`config.mk`:
```
export PLATFORM = sky130hd
export DESIGN_NAME = fetch_unit
export DESIGN_NICKNAME = d
export VERILOG_FILES = /design/src/rtl/fetch_pkg.sv /design/src/rtl/instr_field_split.sv /design/src/rtl/fetch_unit.sv
export SDC_FILE = /design/constraint.sdc
export NUM_CORES = 1
export LEC_CHECK = 0
export ABC_AREA = 1
export CORE_MARGIN = 2
export CORE_UTILIZATION = 46
export DETAILED_ROUTE_END_ITERATION = 12
export PLACE_DENSITY = 0.82
export SETUP_SLACK_MARGIN = 0.15
export SLEW_MARGIN = 20
export SYNTH_ARGS = -nofsm -noshare
export SYNTH_HDL_FRONTEND = slang
export SYNTH_HIERARCHICAL = 1
export SYNTH_SLANG_ARGS = --single-unit
```
`constraint.sdc`:
```
create_clock -name clk -period 2.6 [get_ports clk]
set_clock_uncertainty 0.15 [all_clocks]
set_input_delay 0.52 -clock clk [delete_from_list [all_inputs] [get_ports clk]]
set_output_delay 0.52 -clock clk [all_outputs]
set_load 0.1 [all_outputs]
```
`src/rtl/fetch_pkg.sv`:
```
// Shared fetch/decode definitions: FSM states, instruction field positions
// and PC offsets. The control unit slices instructions with the same constants.
package fetch_pkg;

  localparam int unsigned INSTR_W = 32;

  localparam int unsigned COND_MSB  = 31;
  localparam int unsigned COND_LSB  = 28;
  localparam int unsigned OP_MSB    = 27;
  localparam int unsigned OP_LSB    = 26;
  localparam int unsigned FUNCT_MSB = 25;
  localparam int unsigned FUNCT_LSB = 20;
  localparam int unsigned RN_MSB    = 19;
  localparam int unsigned RN_LSB    = 16;
  localparam int unsigned RD_MSB    = 15;
  localparam int unsigned RD_LSB    = 12;
  localparam int unsigned RM_MSB    = 3;
  localparam int unsigned RM_LSB    = 0;
  localparam int unsigned IMM24_MSB = 23;
  localparam int unsigned IMM24_LSB = 0;

  localparam int unsigned PC_STEP        = 4;
  localparam int unsigned PC_READ_OFFSET = 8;

  typedef enum logic [1:0] {
    IDLE  = 2'd0,
    REQ   = 2'd1,
    VALID = 2'd2
  } fetch_state_e;

endpackage

```
`src/rtl/instr_field_split.sv`:
```
// Combinational split of a 32-bit instruction word into the fields the
// control unit decodes.
module instr_field_split
  import fetch_pkg::*;
(
  input  logic [31:0] instr,
  output logic [3:0]  cond,
  output logic [1:0]  op,
  output logic [5:0]  funct,
  output logic [3:0]  rn,
  output logic [3:0]  rd,
  output logic [3:0]  rm,
  output logic [23:0] imm24
);

  assign cond  = instr[COND_MSB:COND_LSB];
  assign op    = instr[OP_MSB:OP_LSB];
  assign funct = instr[FUNCT_MSB:FUNCT_LSB];
  assign rn    = instr[RN_MSB:RN_LSB];
  assign rd    = instr[RD_MSB:RD_LSB];
  assign rm    = instr[RM_MSB:RM_LSB];
  assign imm24 = instr[IMM24_MSB:IMM24_LSB];

endmodule

```
`src/rtl/fetch_unit.sv`:
```
// Instruction fetch stage: PC register, request/ready handshake with
// instruction memory, instruction latch and branch redirect.
module fetch_unit
  import fetch_pkg::*;
#(
  parameter int unsigned       ADDR_W   = 32,
  parameter logic [ADDR_W-1:0] RESET_PC = '0
) (
  input  logic              clk,
  input  logic              rst_n,
  output logic              imem_req,
  output logic [ADDR_W-1:0] imem_addr,
  input  logic              imem_ready,
  input  logic [31:0]       imem_rdata,
  input  logic              stall,
  input  logic              pc_src,
  input  logic [ADDR_W-1:0] branch_target,
  output logic              instr_valid,
  output logic [31:0]       instr,
  output logic [ADDR_W-1:0] pc_out,
  output logic [ADDR_W-1:0] pc_plus8,
  output logic [3:0]        cond,
  output logic [1:0]        op,
  output logic [5:0]        funct,
  output logic [3:0]        rn,
  output logic [3:0]        rd,
  output logic [3:0]        rm,
  output logic [23:0]       imm24
);

  fetch_state_e      state, state_nxt;
  logic [ADDR_W-1:0] pc, pc_nxt;
  logic [ADDR_W-1:0] pc_out_nxt;
  logic [31:0]       instr_nxt;

  // Redirect targets are word aligned; the low target bits are dropped.
  logic unused_target_lsbs;
  assign unused_target_lsbs = ^branch_target[1:0];

  // State register
  always_ff @(posedge clk or negedge rst_n) begin
    if (!rst_n) begin
      state <= IDLE;
    end else begin
      state <= state_nxt;
    end
  end

  // Next state and next data-register values
  always_comb begin
    state_nxt  = state;
    pc_nxt     = pc;
    pc_out_nxt = pc_out;
    instr_nxt  = instr;
    case (state)
      IDLE: state_nxt = REQ;
      REQ: begin
        if (imem_ready) begin
          instr_nxt  = imem_rdata;
          pc_out_nxt = pc;
          state_nxt  = VALID;
        end
      end
      VALID: begin
        if (!stall) begin
          pc_nxt    = pc_src ? {branch_target[ADDR_W-1:2], 2'b00}
                             : pc + ADDR_W'(PC_STEP);
          state_nxt = REQ;
        end
      end
      default: state_nxt = IDLE;
    endcase
  end

  // Data registers; handshake outputs are registered from the next state
  always_ff @(posedge clk or negedge rst_n) begin
    if (!rst_n) begin
      pc          <= RESET_PC;
      pc_out      <= RESET_PC;
      pc_plus8    <= RESET_PC + ADDR_W'(PC_READ_OFFSET);
      instr       <= '0;
      imem_req    <= 1'b0;
      instr_valid <= 1'b0;
    end else begin
      pc          <= pc_nxt;
      pc_out      <= pc_out_nxt;
      pc_plus8    <= pc_out_nxt + ADDR_W'(PC_READ_OFFSET);
      instr       <= instr_nxt;
      imem_req    <= (state_nxt == REQ);
      instr_valid <= (state_nxt == VALID);
    end
  end

  assign imem_addr = pc;

  instr_field_split u_split (
    .instr (instr),
    .cond  (cond),
    .op    (op),
    .funct (funct),
    .rn    (rn),
    .rd    (rd),
    .rm    (rm),
    .imm24 (imm24)
  );

endmodule

```
==> run summary <==
TritonCTS built the clock tree. The clock transition at the registers of the reported paths works out to 0.06 ns. Before antenna repair, the detailed router went through 5 iterations. Total wire length: 21000 microns. Via count of the first global-routing pass: 6472. The highest metal layer with signal wires was met4. The worst-path maximum fanout is 17, and the number of fill cells in the layout is 1253.

In the synthesized netlist the dominant register cell turns out to be sky130_fd_sc_hd__dfrtp_1. In this run the critical register-to-register path is launched from state[0]. The share of the Yosys chip area taken by registers is 46.00%. The run gives 6708 as the total number of vias. The logic depth of the worst register-to-register path is 10. After detailed routing, the number of vias per cell comes to 5.055. For this block, wires on met1 add up to 8432 microns. Setup slack on the critical path of the routed design comes to 0.3538 ns. In this run the worst hold path is classified as reg2reg. In the synthesized netlist, the cells that appear most often are sky130_fd_sc_hd__nand2_1 (318), sky130_fd_sc_hd__dfrtp_1 (125), sky130_fd_sc_hd__nor2_1 (102). The total global routing overflow came out at 0.

The logs give 0.35 ns for the setup slack of the most critical reg-to-reg path and 0.41 ns for the clock latency reported for the late side of the worst-skew pair. The logs give 1294 for the total instance count after detailed placement and 0 for the final hold violation count. The H-tree generated during clock tree synthesis spans 4 levels.

Leaving out filler cells and counting taps, the final layout contains 1327. The number of antenna diodes in the final layout is 0. During I/O placement, the number of pins put on the boundary was 247. The shortest clock period the worst path allows after layout was 2.246 ns. For this configuration, the core starts out at a cell density of 47.18%. In this run, distinct cell masters in the synthesized netlist total 35. The number of storage elements in the synthesis netlist was 126; the weighted congestion reported at the end of routability-driven placement was 0.9512.

The share of synthesized area in the top cell type comes to 45.62%. Setup repair after global routing left no endpoint under its margin. Of all cell types, the one taking the most synthesized area is sky130_fd_sc_hd__dfrtp_1. Along the worst hold path, the cell count comes to 2. The logs give 16030 microns for the placed wire-length estimate and 49 for the pin count of the biggest net entering global routing. The tools report the number of remaining DRC errors as 0. Measured against its own limit, the worst slew margin works out to 61.21%.

Buffers placed on the I/O ports in this run total 242. The post-route netlist has 27.30% of its cells at a drive strength greater than 1. The initial antenna violation count is 0.

The worst slack at placement came out at -0.1771 ns. Met2 wirelength from detailed routing: 10290 microns. For the warning count from the yosys run, the log shows 6. The achievable frequency is 445.2 MHz.

For the worst setup path, the data required time is 2.75 ns. Final-stage net count: 1201. The number of setup buffers added after CTS is 0. Across the run, the number of max-cap violations was 0. Counting along the longest clock path gives a buffer depth of 2. Clock tree synthesis inserted a total of 17 buffers. The first global-routing pass estimated 33140 microns of wire. In this run, the number of DRC markers left after iteration 0 of detailed routing was 461. The tools report the clock tree root driver cell as sky130_fd_sc_hd__clkbuf_16. The count of nets left with antenna violations once routing finished came out at 0. After detailed routing, the met3 layer carries 1661 microns of wire. The worst hold path terminates at instr[28]. The worst setup path is of the reg2reg kind. Global routing used 26.51% of the available tracks. The mapped netlist covers 0.006857 sq mm. In this run the critical register-to-register path is captured at pc_plus8[23].

For the count of standard-cell rows, the log shows 44. By area the synthesized netlist is led by sky130_fd_sc_hd__dfrtp_1 (46%), sky130_fd_sc_hd__nand2_1 (17%), sky130_fd_sc_hd__buf_4 (6.2%), sky130_fd_sc_hd__nor2_1 (5.6%), sky130_fd_sc_hd__inv_1 (3.2%). The die covers 0.01590 sq mm. The count of final setup violators came out at 0. At the pin with the least slew margin, the transition time is 0.5819 ns. The cell count after synthesis came out at 900. The number of pins with negative max-slew slack in the final report is 0, and the post-synthesis to final-layout area growth is 40.13%. The total area inside the core boundary comes to 0.01453 sq mm. Final period utilization: 86.39%. In the synthesized netlist the async set-or-reset flop fraction comes to 100.0%. From left edge to right edge, the die measures 126.1 microns. For the worst setup path, the data arrival time is 2.40 ns. The average wire per cell in the routed design was 15.83 microns. A synthesized cell averages 7.618 sq um.

The cell with the most instances after synthesis is sky130_fd_sc_hd__nand2_1. The worst setup path is captured at a flop. The startpoint type of the worst setup path was a flop. The CTS sink count is 126, and the number of enable-type register cells in the synthesized netlist is 0.

The die is 126.1 microns tall. The run finished with clean final reports. The startpoint identified for the worst hold timing path is instr[28].
[registers in the layout (all words and copies together), names as in the netlist]
name	count
instr	32
imem_addr	30
instr_valid	1
state	2
pc_out	29
imem_req	1
pc_plus8	31
[placed cells by master (no fill, tap or decap), types with 3 or more instances in the layout]
cell,synthesis,layout
sky130_fd_sc_hd__nand4_1,23,23
sky130_fd_sc_hd__bufinv_16,0,4
sky130_fd_sc_hd__xnor2_1,4,4
sky130_fd_sc_hd__clkbuf_8,0,6
sky130_fd_sc_hd__inv_1,58,58
sky130_fd_sc_hd__a21oi_1,20,20
sky130_fd_sc_hd__nor2_1,102,102
sky130_fd_sc_hd__o22ai_1,5,5
sky130_fd_sc_hd__nor2_2,8,8
sky130_fd_sc_hd__nand2_4,9,9
sky130_fd_sc_hd__nand3b_1,3,3
sky130_fd_sc_hd__nor2_4,3,3
sky130_fd_sc_hd__nand2_1,318,318
sky130_fd_sc_hd__clkbuf_16,0,17
sky130_fd_sc_hd__dfrtp_1,125,124
sky130_fd_sc_hd__clkinvlp_4,0,3
sky130_fd_sc_hd__nor3_1,9,9
sky130_fd_sc_hd__xor2_1,15,15
sky130_fd_sc_hd__nand3_1,37,37
sky130_fd_sc_hd__buf_12,1,4
sky130_fd_sc_hd__o21ai_0,35,35
sky130_fd_sc_hd__buf_4,57,223
sky130_fd_sc_hd__clkdlybuf4s50_1,0,64
sky130_fd_sc_hd__nand2_2,26,26
[metrics by stage]
stage,hold WS (ns),TNS [ns],instance area (sq um),utilization [%]
floorplan,0.07441,0,6862,-
global placement,0.3402,-1.271,8930,61.44
detailed placement,0.3459,-2.361,8930,61.44
CTS,0.3612,0,9603,66.07
global route,0.3876,0,9608,66.11
finish,0.3556,0,9608,66.11
[logic make-up after synthesis]
| logic type | synth area share, % |
|---|---|
| fa+ha+maj | 0.3649 |
| buf+inv | 11.55 |
| simple gates | 34.47 |
| xor+xnor | 2.427 |
| flops | 46.00 |
| other cells | 0.05469 |
| compound gates | 5.128 |
[how the worst max path moves through the flow]
stage / start / to / slack, ns / cells past startpoint
6_report: state[0] / pc_plus8[23] / 0.35 / 10
3_3_place_gp: imem_ready / pc_plus8[29] / -0.09 / 11
3_5_place_dp: imem_ready / pc_plus8[23] / -0.18 / 11
4_1_cts: imem_ready / pc_plus8[23] / 0.27 / 11
5_1_grt: state[0] / pc_plus8[23] / 0.17 / 10
2_1_floorplan: imem_addr[2] / imem_addr[20] / 0.16 / 9
[routing by layer]
| layer | global-route usage (%) | vias up |
|---|---|---|
| met5 | 0 | - |
| met4 | 10.54 | 0 |
| met3 | 6.372 | 41 |
| met2 | 44.05 | 296 |
| met1 | 33.47 | 3125 |
| li1 | - | 3246 |
[area by class of cell]
| type | count | area (sq um) | share of cell area [%] |
|---|---|---|---|
| clock buffers | 24 | 511.7 | 5.326 |
| repair buffers | 293 | 2417 | 25.16 |
| well taps | 184 | 230.2 | 2.396 |
| multi-input cells | 632 | 2914 | 30.33 |
| flip-flops and latches | 126 | 3156 | 32.84 |
| inverters | 60 | 227.7 | 2.370 |
| clock inverters | 8 | 151.4 | 1.576 |
[worst max-delay path: stages (launching register included)]
cell,delay (ns)
sky130_fd_sc_hd__dfrtp_1,0.57
sky130_fd_sc_hd__buf_4,0.29
sky130_fd_sc_hd__nand4_1,0.11
sky130_fd_sc_hd__nand2_1,0.18
sky130_fd_sc_hd__nand2_2,0.10
sky130_fd_sc_hd__nor2_1,0.23
sky130_fd_sc_hd__nand2_1,0.13
sky130_fd_sc_hd__nor2_1,0.20
sky130_fd_sc_hd__nand2_1,0.07
sky130_fd_sc_hd__nand2_1,0.06
sky130_fd_sc_hd__nand2_1,0.05
[repair_timing]
| action | 4_1_cts | 5_1_grt |
|---|---|---|
| gates resized for setup | 0 | 3 |
| hold buffers | 1 | 0 |
| hold endpoints to repair | 40 | 0 |
| endpoints found under the setup margin | 0 | 12 |
Power is not shown: default switching activity piles up to over one toggle a cycle in this logic, so the estimate is an artifact.
